### src/rtl/cpu_pkg.sv
// rtl/cpu_pkg.sv - shared encodings for the instruction sequencer
package cpu_pkg;

    typedef enum logic [2:0] {
        ST_FETCH   = 3'd0,
        ST_DECODE  = 3'd1,
        ST_EXECUTE = 3'd2,
        ST_MEM     = 3'd3,
        ST_WB      = 3'd4
    } state_t;

    localparam logic [2:0] IT_ALU   = 3'b000;
    localparam logic [2:0] IT_STORE = 3'b001;
    localparam logic [2:0] IT_LOAD  = 3'b010;
    localparam logic [2:0] IT_JCOND = 3'b011;
    localparam logic [2:0] IT_BCOND = 3'b100;
    localparam logic [2:0] IT_JAL   = 3'b101;

    localparam logic [1:0] PC_INC  = 2'b00;
    localparam logic [1:0] PC_DISP = 2'b01;
    localparam logic [1:0] PC_REG  = 2'b10;

    localparam logic [1:0] WB_ALU  = 2'b00;
    localparam logic [1:0] WB_MEM  = 2'b01;
    localparam logic [1:0] WB_LINK = 2'b10;

    localparam logic [7:0] ALU_CMP = 8'b00001011;

endpackage

### src/rtl/retire_counter.sv
// rtl/retire_counter.sv - free-running retired-instruction counter, wraps at 2^32
module retire_counter (
    input  logic        clk,
    input  logic        reset,
    input  logic        inc,
    output logic [31:0] count
);

    logic [31:0] count_q;

    always_ff @(posedge clk) begin
        if (!reset) begin
            count_q <= 32'd0;
        end else if (inc) begin
            count_q <= count_q + 32'd1;
        end
    end

    assign count = count_q;

endmodule

### src/rtl/instr_sequencer.sv
// rtl/instr_sequencer.sv - multi-cycle control FSM for a simple CPU datapath
// Optional retired_cnt output enabled by INSTR_SEQ_PERF_CNT_EN.
module instr_sequencer
    import cpu_pkg::*;
(
    input  logic        clk,
    input  logic        reset,
    input  logic        run,
    input  logic [2:0]  instr_type,
    input  logic [7:0]  alu_op,
    input  logic        cond_true,
    output logic        ir_en,
    output logic        pc_en,
    output logic [1:0]  pc_sel,
    output logic        reg_we,
    output logic [1:0]  wb_sel,
    output logic        flag_we,
    output logic        mem_we,
    output logic        addr_sel,
`ifdef INSTR_SEQ_PERF_CNT_EN
    output logic [31:0] retired_cnt,
`endif
    output logic [2:0]  state
);

    state_t state_q;
    state_t state_d;

    always_ff @(posedge clk) begin
        if (!reset) begin
            state_q <= ST_FETCH;
        end else begin
            state_q <= state_d;
        end
    end

    always_comb begin
        state_d  = ST_FETCH;
        ir_en    = 1'b0;
        pc_en    = 1'b0;
        pc_sel   = PC_INC;
        reg_we   = 1'b0;
        wb_sel   = WB_ALU;
        flag_we  = 1'b0;
        mem_we   = 1'b0;
        addr_sel = 1'b0;

        case (state_q)
            ST_FETCH: begin
                if (run) begin
                    ir_en   = 1'b1;
                    state_d = ST_DECODE;
                end else begin
                    state_d = ST_FETCH;
                end
            end
            ST_DECODE: begin
                if (instr_type == IT_STORE || instr_type == IT_LOAD) begin
                    state_d = ST_MEM;
                end else begin
                    state_d = ST_EXECUTE;
                end
            end
            ST_EXECUTE: begin
                pc_en   = 1'b1;
                state_d = ST_FETCH;
                case (instr_type)
                    IT_ALU: begin
                        flag_we = 1'b1;
                        reg_we  = (alu_op != ALU_CMP);
                    end
                    IT_JCOND: pc_sel = cond_true ? PC_REG : PC_INC;
                    IT_BCOND: pc_sel = cond_true ? PC_DISP : PC_INC;
                    IT_JAL: begin
                        reg_we = 1'b1;
                        wb_sel = WB_LINK;
                        pc_sel = PC_REG;
                    end
                    default: ;
                endcase
            end
            ST_MEM: begin
                addr_sel = 1'b1;
                if (instr_type == IT_STORE) begin
                    mem_we  = 1'b1;
                    pc_en   = 1'b1;
                    state_d = ST_FETCH;
                end else begin
                    state_d = ST_WB;
                end
            end
            ST_WB: begin
                reg_we  = 1'b1;
                wb_sel  = WB_MEM;
                pc_en   = 1'b1;
                state_d = ST_FETCH;
            end
            default: state_d = ST_FETCH;
        endcase

        // Reset masks the strobes combinationally so nothing fires in the reset cycle itself.
        if (!reset) begin
            ir_en    = 1'b0;
            pc_en    = 1'b0;
            pc_sel   = PC_INC;
            reg_we   = 1'b0;
            wb_sel   = WB_ALU;
            flag_we  = 1'b0;
            mem_we   = 1'b0;
            addr_sel = 1'b0;
        end
    end

    assign state = reset ? state_q : ST_FETCH;

`ifdef INSTR_SEQ_PERF_CNT_EN
    retire_counter u_retire (
        .clk   (clk),
        .reset (reset),
        .inc   (pc_en),
        .count (retired_cnt)
    );
`endif

endmodule

### config.mk
export PLATFORM = sky130hd
export DESIGN_NAME = instr_sequencer
export DESIGN_NICKNAME = d
export VERILOG_FILES = /design/src/rtl/cpu_pkg.sv /design/src/rtl/retire_counter.sv /design/src/rtl/instr_sequencer.sv
export SDC_FILE = /design/constraint.sdc
export NUM_CORES = 1
export LEC_CHECK = 0
export BUFFER_PORTS_ARGS = -buffer_cell sky130_fd_sc_hd__buf_2
export CORE_AREA = 2 2 39 41
export DETAILED_ROUTE_END_ITERATION = 16
export DIE_AREA = 0 0 41 43
export PLACE_DENSITY = 0.63
export SLEW_MARGIN = 20
export SYNTH_ARGS = -nofsm -noshare
export SYNTH_HDL_FRONTEND = slang
export SYNTH_SLANG_ARGS = --single-unit
export TNS_END_PERCENT = 1
### constraint.sdc
create_clock -name clk -period 1.7 [get_ports clk]
set_clock_uncertainty 0.2 [all_clocks]
set_input_delay 0.17 -clock clk [delete_from_list [all_inputs] [get_ports clk]]
set_output_delay 0.17 -clock clk [all_outputs]
set_load 0.01 [all_outputs]
# After elaboration in Yosys (flattened, before gate mapping)
# Index checks and enable logic that the tools add are counted.
dict set report word_totals {
  ff_bits 3
  latchBits 0
  ram_bits 0
  mem_bits_ro 0
  inputBits 15
  output_inout_bits 13
  wordCells 44
  mem_count 0
}
dict set report op_classes {
  addsub 0
  n_mul 0
  div_mod_pow 0
  magnitude_cmp 0
  eq_ne 10
  n_shift 0
  n_mux 29
  bitwise 0
  n_reduce_logical 4
}
# op count
set ops {}
lappend ops {{2-to-1 mux 1 bit} 16}
lappend ops {{equality test 3 x 2 -> 1 bit (second input constant)} 4}
lappend ops {{2-to-1 mux 2 bit} 5}
lappend ops {{equality test 3 bit (second input constant)} 3}
lappend ops {{one-hot mux 3 bit (3 select lines)} 1}
lappend ops {{inequality test 8 x 4 -> 1 bit (second input constant)} 1}
lappend ops {{equality test 3 x 1 -> 1 bit (second input constant)} 2}
lappend ops {{zero test 3 bit} 2}
lappend ops {{2-to-1 mux 3 bit} 2}
lappend ops {{one-hot mux 1 bit (2 select lines)} 3}
lappend ops {{one-hot mux 2 bit (3 select lines)} 1}
lappend ops {{one-hot mux 2 bit (2 select lines)} 1}
lappend ops {{OR reduction 2 bit} 1}
lappend ops {{logical OR 1 bit} 1}

# Depth between registers and ports, before layout
dict set report depth {
  word_depth 4
  depth_mapped 4
}

# Worst setup path after synthesis
# No wires, ideal clock.
dict set report synth_timing {
  kind {flip-flop to output port}
  startpoint {register state_q[2]}
  endpoint {output port pc_en}
  arrival_ps 984
  required_ps 1330
  setup_slack_ps 346
  stages_incl_launch_ff 4
  path_buffers 0
  cell_sequence {dfxtp_1 > and2b_1 > nand3_1 > o21ai_0}
}
dict set report synth_via {
  elab_chain_cells 4
  elab_cells_between_ends 6
  classes_between {eq/ne: 3; mux: 2; reduce/logical: 1}
}
# item line
set synth_lines {}
lappend synth_lines {{start: declaration} instr_sequencer.sv:26} ;# state_t state_q;
lappend synth_lines {{start signal: assignment} instr_sequencer.sv:33} ;# state_q <= state_d;
lappend synth_lines {{equality test 3 x 2 -> 1 bit or equality test 3 bit (tied branches)} instr_sequencer.sv:48} ;# case (state_q)
lappend synth_lines {{OR reduction 2 bit (no line)} -}
lappend synth_lines {{one-hot mux 1 bit (2 select lines) (*)} instr_sequencer.sv:48}
lappend synth_lines {{2-to-1 mux 1 bit (*)} instr_sequencer.sv:102} ;# if (!reset) begin
lappend synth_lines {{end: declaration} instr_sequencer.sv:13} ;# output logic pc_en,
# Mark *: on every way between the ends. The rest lies on a longest branch, timed or not.

# Worst setup path in the final report
dict set report layout_timing {
  startpoint {register state_q[2]}
  endpoint {output port pc_sel[0]}
}
dict set report layout_via {
  elab_chain_cells 3
}
# item line
set layout_lines {}
lappend layout_lines {{equality test 3 x 2 -> 1 bit} instr_sequencer.sv:48}
lappend layout_lines {{2-to-1 mux 2 bit} instr_sequencer.sv:48}
lappend layout_lines {{2-to-1 mux 2 bit} instr_sequencer.sv:102}
lappend layout_lines {{end: declaration} instr_sequencer.sv:14} ;# output logic [1:0] pc_sel,
# No other way between the ends.

==> results_dict.tcl <==
set metrics [dict create \
    outcome "completed" \
    fin_setup_tns_ps 0 \
    hold_viol_final 0 \
    place_congestion 0.753 \
    clockBufferDepth 2 \
    slowest_delay_ps 330 \
    wl_per_cell_um 9.17 \
    io_pins 28 \
    relSlewSlack_pct 86.4 \
    postSynthCellCount 44 \
    first_iter_violations 6 \
    top_register "state_q" \
    yosysSeqAreaShare_pct 19.8 \
    end_kind "output pin" \
    worst_pin_slew_ps 204 \
    root_buffer "clkbuf_4" \
    numCtsBuffers 3 \
    first_pass_iters 3 \
    grt_pass1_vias 355 \
    worstSetupPathType "flip-flop to output pin" \
    wirelength_met1_um 367 \
    ir_worst_vdd_uv 269 \
    place_area_um2 449 \
    ys_ff_latch 3 \
    diodes 0 \
    clock_sinks 3 \
    dpl.hpwl_um 659 \
    yosysWarnings 0 \
    ctsHoldBuffers 0 \
    start_kind "flip-flop" \
    drive_above_1_share_pct 49.3 \
    antenna_found_initial 0 \
    clk_pin_slew_ps 30 \
    grt_use_total_pct 11.0 \
    cp_slowest_cell "dfxtp_2" \
    dr_wl_met2_um 369 \
    fp.dieW_um 41 \
    start_util_pct 22.0 \
    route.met3.wl_um 79 \
    setup-violations-final 0 \
    seq_area_um2 63.8 \
    max_freq_ghz 0.610 \
    insertion_delay_ps 230 \
    synthToLayoutAreaGrowth_pct 64.6 \
    grt_setup_unrepaired "true" \
    drc 0 \
    ant_nets 0 \
    leakage_nw 0.268 \
    syn-num-nets 59 \
    top_regs "state_q (3)" \
    cp_max_fo 5 \
    hold_path_depth 2 \
    grt_pass1_wl_mm 1.35 \
    synthDistinctLibCells 22 \
    final.period_utilization_pct 96.4 \
    core-area_mm2 0.00138 \
    dieArea_mm2 0.00176 \
    power_density_mw_per_mm2 534 \
    port_buffers 27 \
    fp-row-count 14 \
    whs_ps 39.8 \
    syn_area_per_cell_um2 6.91 \
    die_y_um 43 \
    htree_levels 1 \
    crit_arrival_ps 1270 \
    viasPerCell 4.51 \
    cts_tree "yes" \
    grt_max_degree 10 \
    overflow 0 \
    nFillCells 149 \
    highest_layer "met3" \
    path_cells "nand2b_4 > nor4b_4 > and3_1 > buf_2" \
    nNetsFinal 89 \
    min_period_ps 1640 \
    wl_um 816 \
    netlist_area_um2 304 \
    vias 401 \
    largest_reg_flops 3 \
    hold_class "primary input to flip-flop" \
    worstPathRequired_ps 1330 \
    cap_violations 0 \
    slew_violations 0 \
    rr_worst_depth 3 \
    multi_input_area_um2 248 \
    fin_area_um2 500 \
]
logic make-up (layout without fill, tap and decap cells):
group           count (synthesis)  count (layout)  synth area share [%]
buf+inv                         4              33                  5.76
compound gates                  7               7                  12.8
xor+xnor                        2               2                  5.76
simple gates                   28              28                  56.0
flops                           3               3                  19.8
metrics by stage:
step	util [%]	std cells	power (mW)	setup slack [ps]
2_1_floorplan	-	44	0.111	346
3_3_place_gp	32.5	85	0.137	213
3_5_place_dp	32.5	85	0.138	189
4_1_cts	34.4	89	0.271	6.87
5_1_grt	36.2	89	0.290	-13.6
6_report	36.2	89	0.267	61.2
Yosys cell counts:
master	number	share of area, %
a21oi_1	3	4.9
a22oi_1	1	2.5
a31oi_1	1	2.1
and2_1	5	10
and2b_1	1	2.5
and3_1	2	4.1
buf_2	2	3.3
dfxtp_1	3	20
inv_1	2	2.5
nand2_1	2	2.5
nand2b_1	2	4.1
nand3_1	2	3.3
nand3b_1	1	2.5
nand4b_1	2	5.8
nor2_1	5	6.2
nor2b_1	2	4.1
nor3_1	2	3.3
nor4b_2	1	4.9
o21ai_0	1	1.6
o21ai_1	1	1.6
or4_1	1	2.5
xor2_1	2	5.8
layout by cell type, fill, tap and decap left out, types with 2 or more instances in the layout:
cell      instances
a21oi_1           3
inv_1             2
dfxtp_2           3
and2_1            5
xor2_1            2
and3_1            2
nand4b_1          2
nand2_1           2
nor3_1            2
clkbuf_4          3
nor2_1            5
nor2b_1           2
buf_2            27
final timing paths:
check	slack, ps	from	endpoint
worst max-delay path	60	state_q[2]	pc_sel[0]
worst min register to register	290	state_q[1]	state_q[1]
worst min-delay path	40	instr_type[0]	state_q[2]
worst max register to register	570	state_q[2]	state_q[2]
area by class of cell:
class | instances | area share [%]
multi-input combinational | 37 | 49.5
timing repair buffer | 27 | 27.0
sequential | 3 | 12.8
clock buffer | 4 | 5.25
tap | 16 | 4.00
inverter | 2 | 1.50
what timing repair did:
item	in CTS	in global routing
buffers inserted	0	0
resized for setup	0	6
hold endpoints to repair	0	0
endpoints found under the setup margin	0	5
power by group:
part	switching (mW)	internal [mW]	leakage, nW
Combinational	0.0288	0.0303	0.227
Clock	0.0377	0.0880	0.0150
Sequential	0.00778	0.0747	0.0258
Total	0.0742	0.193	0.268
critical path, delay by kind of cell (launching register included):
kind	cells	cell delay (ps)
simple gates	3	580
flops	1	330
buf+inv	1	120
routing by layer:
metal	global-route usage, %	vias to the layer above
li1	-	211
met1	14.1	169
met2	15.6	21
met3	3.66	0
met4	6.00	0
met5	0	-
Note: power is estimated with default switching activity, not from simulation.
